--- src/rtl/if_id_pipeline_ctrl.sv ---
// Fetch-side PC and IF/ID register control: holds on load-use stall, flushes on taken branch.
// Optional saturating performance counters are enabled with `define IF_ID_PERF_CNT_EN.
module if_id_pipeline_ctrl #(
   parameter int unsigned          PC_WIDTH  = 64,
   parameter logic [PC_WIDTH-1:0]  RESET_PC  = '0,
   parameter int unsigned          CNT_WIDTH = 32
) (
   input  logic                 clk_i,
   input  logic                 reset_i,
   input  logic                 stall_i,
   input  logic                 branch_taken_i,
   input  logic [PC_WIDTH-1:0]  branch_target_i,
   input  logic [31:0]          instr_in_i,
   output logic [PC_WIDTH-1:0]  pc_out_o,
   output logic [PC_WIDTH-1:0]  if_id_pc_o,
   output logic [31:0]          if_id_instr_o,
   output logic                 if_id_valid_o,
   output logic                 id_ex_bubble_o,
   output logic                 id_ex_flush_o,
`ifdef IF_ID_PERF_CNT_EN
   output logic [CNT_WIDTH-1:0] stall_cycles_o,
   output logic [CNT_WIDTH-1:0] flush_count_o,
`endif
   output logic [1:0]           ctrl_state_o
);

   typedef enum logic [1:0] {
      StRun   = 2'd0,
      StStall = 2'd1,
      StFlush = 2'd2
   } state_e;

   localparam logic [PC_WIDTH-1:0] PcStep = PC_WIDTH'(4);

   state_e                state_q, state_d;
   logic [PC_WIDTH-1:0]   pc_q, pc_d;
   logic [PC_WIDTH-1:0]   if_id_pc_q, if_id_pc_d;
   logic [31:0]           if_id_instr_q, if_id_instr_d;
   logic                  if_id_valid_q, if_id_valid_d;

   // Next-state: branch beats stall beats normal advance; reset is applied in the register.
   always_comb begin
      state_d       = state_q;
      pc_d          = pc_q;
      if_id_pc_d    = if_id_pc_q;
      if_id_instr_d = if_id_instr_q;
      if_id_valid_d = if_id_valid_q;
      if (branch_taken_i) begin
         state_d       = StFlush;
         pc_d          = branch_target_i;
         if_id_instr_d = '0;
         if_id_valid_d = 1'b0;
      end else if (stall_i) begin
         state_d = StStall;
      end else begin
         state_d       = StRun;
         pc_d          = pc_q + PcStep;
         if_id_pc_d    = pc_q;
         if_id_instr_d = instr_in_i;
         if_id_valid_d = 1'b1;
      end
   end

   always_ff @(posedge clk_i) begin
      if (reset_i) begin
         state_q       <= StRun;
         pc_q          <= RESET_PC;
         if_id_pc_q    <= '0;
         if_id_instr_q <= '0;
         if_id_valid_q <= 1'b0;
      end else begin
         state_q       <= state_d;
         pc_q          <= pc_d;
         if_id_pc_q    <= if_id_pc_d;
         if_id_instr_q <= if_id_instr_d;
         if_id_valid_q <= if_id_valid_d;
      end
   end

   always_comb begin
      pc_out_o       = pc_q;
      if_id_pc_o     = if_id_pc_q;
      if_id_instr_o  = if_id_instr_q;
      if_id_valid_o  = if_id_valid_q;
      ctrl_state_o   = state_q;
      id_ex_bubble_o = (stall_i | ~if_id_valid_q) & ~reset_i;
      id_ex_flush_o  = branch_taken_i & ~reset_i;
   end

`ifdef IF_ID_PERF_CNT_EN
   logic [CNT_WIDTH-1:0] stall_cycles_q, stall_cycles_d;
   logic [CNT_WIDTH-1:0] flush_count_q, flush_count_d;
   logic                 stall_accept;

   // A stall coinciding with a branch is swallowed by the redirect and not counted.
   always_comb begin
      stall_accept   = stall_i & ~branch_taken_i;
      stall_cycles_d = stall_cycles_q;
      flush_count_d  = flush_count_q;
      if (stall_accept && (stall_cycles_q != '1)) begin
         stall_cycles_d = stall_cycles_q + CNT_WIDTH'(1);
      end
      if (branch_taken_i && (flush_count_q != '1)) begin
         flush_count_d = flush_count_q + CNT_WIDTH'(1);
      end
   end

   always_ff @(posedge clk_i) begin
      if (reset_i) begin
         stall_cycles_q <= '0;
         flush_count_q  <= '0;
      end else begin
         stall_cycles_q <= stall_cycles_d;
         flush_count_q  <= flush_count_d;
      end
   end

   assign stall_cycles_o = stall_cycles_q;
   assign flush_count_o  = flush_count_q;
`else
   logic [CNT_WIDTH-1:0] unused_cnt_width;
   assign unused_cnt_width = '0;
`endif

endmodule
--- config.mk ---
export PLATFORM = sky130hd
export DESIGN_NAME = if_id_pipeline_ctrl
export DESIGN_NICKNAME = d
export VERILOG_FILES = /design/src/rtl/if_id_pipeline_ctrl.sv
export SDC_FILE = /design/constraint.sdc
export NUM_CORES = 1
export LEC_CHECK = 0
export CORE_ASPECT_RATIO = 0.8
export CORE_MARGIN = 4
export CORE_UTILIZATION = 40
export DETAILED_ROUTE_END_ITERATION = 16
export PLACE_DENSITY = 0.78
export SYNTH_ARGS = -nofsm -noshare
export SYNTH_HDL_FRONTEND = slang
export SYNTH_SLANG_ARGS = --single-unit
export TNS_END_PERCENT = 30
--- constraint.sdc ---
create_clock -name clk_i -period 2.1 [get_ports clk_i]
set_input_delay 0.21 -clock clk_i [delete_from_list [all_inputs] [get_ports clk_i]]
set_output_delay 0.21 -clock clk_i [all_outputs]
set_load 0.02 [all_outputs]
==> qor.yml <==
outcome: "finished, final reports clean"
grt_pass1_wl_um: 43840
slowest_delay_ps: 540
synthFlopType: "dfxtp_1"
maxSlewViolCount: 0
layout-drive-gt1-share_pct: 15.69
antenna_left: 0
core_area_um2: 18170
p_leak_uw: 0.004427
antennaDiodeCount: 0
postPlaceCellArea_um2: 11000
crit_chain: "nand3_4 > or4_4 > or4b_4 > or3_1 > a31oi_1"
netlist_instances: 934
chipHeight_um: 129.9
final_core_util_pct: 65.14
ir_drop_uv: 522.3
powerDensity_nw_per_um2: 686.2
num-fill-cells: 1523
wl_um: 28660
ys_seq_elements: 163
io_buffers: 264
clkSinkCount: 163
postCtsHoldBufs: 0
path_class: "flop to flop"
fin_crit_sh_pct: 99.72
final_nets: 1369
syn_to_final_growth_pct: 59.30
yosys.area_share.simple_pct: 29.57
wl_per_cell_um: 18.97
crit_path_start_kind: "flop"
root_buffer: "clkbuf_16"
hold_viol: 0
maxCapViolCount: 0
final.min_clock_period_ps: 2094
synth_fa_ha_area_share_pct: 0.1684
grt_max_degree: 74
layout_commonest_cell: "clkdlybuf4s50_1"
yosysTopAreaCell: "dfxtp_1"
arrival_ps: 2450
synth_compound_area_share_pct: 13.91
crit_path_end_kind: "flop"
slew-limit-headroom_pct: 61.35
synth_warnings: 0
crit_slowest_cell: "or4_4"
synth_top_family_by_area: "simple AND/OR/NAND/NOR gates"
hold_class: "input port to flop"
synthArstFlopShare_pct: 0
pre_cts_slack_ps: -84.74
fin_area_um2: 11840
critPathRequiredTime_ps: 2450
drt_iter0_markers: 869
synth.top_cell.area_share_pct: 43.92
dp.cells: 1468
grt.overflow.total: 0
first_pass_iters: 7
path_clk_slew_ps: 70
grt_util_all_layers_pct: 26.49
gp_congestion: 0.9009
detailed_place_hpwl_um: 20980
fmax_ghz: 0.4775
floorplan.rows: 44
htreeDepth: 4
setup_viol: 0
totalPowerFinal_uw: 8121
muxShareOfSynthArea_pct: 5.406
clock_latency_ps: 440
synth_edf_count: 0
synthXorXnorAreaFrac_pct: 2.711
synth_nets: 1035
rsz0062_at_grt: "yes"
drc: 0
avgSynthCellArea_um2: 7.955
crit_family: "simple AND/OR/NAND/NOR gates"
dieArea_um2: 20830
grt_pass1_vias: 7997
synth_cell_types: 51
synth.cell_area_um2: 7430
via_per_inst: 5.604
start_util_pct: 40.90
num_io_pins: 265
die_w_um: 160.4
clock_path_buffers: 2
setup_ws_ps: 5.851
cts_buffers: 17
path_buf_inv: 0
instances_no_fill: 1511
tightest_slew_ps: 574.4
cts_tree: "done"
crit_path_max_fanout: 3
finClkSkew_ps: 10.52
antenna_found_initial: 1
final_cell_mix: "clkdlybuf4s50_1, nand2_1, dfxtp_1, buf_4, nor2_1"
vias: 8467
ys_top_cells_by_area: "dfxtp_1, nand2_1, a21oi_1, mux2i_1, nor2_1"
ys_seq_area_share_pct: 43.92
==> layout make-up <==
cell class	count	area [µm²]	area share [%]
Multi-Input combinational cell	688	4024	34.00
Timing Repair Buffer	382	3528	29.81
Clock inverter	14	197.7	1.670
Clock buffer	18	439.2	3.711
Sequential cell	163	3298	27.87
Inverter	16	60.06	0.5075
Tap cell	230	287.8	2.432
==> final timing paths <==
check                               startpoint             end  slack [ps]  cells after the start
worst max-delay path               pc_out_o[4]    pc_out_o[29]           6                      5
worst min-delay path                   reset_i  if_id_pc_o[54]         190                      2
worst max register to register     pc_out_o[4]    pc_out_o[29]           6                      5
worst min register to register  if_id_pc_o[47]  if_id_pc_o[47]         450                      2
==> logic make-up (layout without fill, tap and decap cells) <==
logic type,Yosys count,after routing
AND/OR/NAND/NOR,458,459
AO/OA/AOI/OAI,165,165
flip-flops,163,163
buffers and inverters,84,430
multiplexers,40,40
XOR/XNOR,23,23
adder cells (fa/ha/maj),1,1
==> through the flow <==
step / hold slack, ps / setup TNS, ps
finish: 185.2 / 0
global route: 199.3 / -345.5
CTS: 175.1 / -5.655
detailed placement: 446.6 / -343.0
global placement: 441.0 / -20.55
floorplan: 318.6 / -420.4
==> registers in the layout (all words and copies together), names as in the netlist <==
| signal | flops |
|---|---|
| if_id_instr_o | 32 |
| pc_out_o | 64 |
| if_id_valid_o | 1 |
| ctrl_state_o | 2 |
| if_id_pc_o | 64 |
==> routing by layer <==
layer  part of all wire, %  vias up  GRT usage, %
li1                      -     3983             -
met1                    42     3970         34.37
met2                    45      461         42.84
met3                    11       53         7.957
met4                   2.1        0         8.548
met5                     0        -             0
==> power by group <==
part	total [µW]	internal, µW	leakage [µW]	switching [µW]
combinational	1340	642	0.00277	696
clock	3440	2040	0.000310	1400
sequential	3340	3230	0.00134	110
total	8120	5910	0.00443	2210
==> synthesized netlist by cell type, types with 11 or more instances <==
master / n
nand2_1: 189
dfxtp_1: 163
nor2_1: 92
a21oi_1: 89
clkbuf_1: 52
mux2i_1: 39
nand3_1: 36
nand4_1: 34
nor3_1: 20
nor4_1: 20
xor2_1: 17
inv_1: 16
a311oi_1: 12
and4_1: 12
buf_1: 12
o211ai_1: 12
a211oi_1: 11
==> what timing repair did <==
item | 4_1_cts | 5_1_grt
setup endpoints to repair | 10 | 20
cloned | 0 | 1
resized for setup | 6 | 16
buffers inserted | 2 | 8
pin swaps | 6 | 11
==> worst reg2reg max path: cells and delay by family (launching register included) <==
family,cells,cell delay (ps)
AOI/OAI and AO/OA,1,210
DFF,1,360
and+or+nand+nor,4,1460
(Power assumes the default switching activity.)
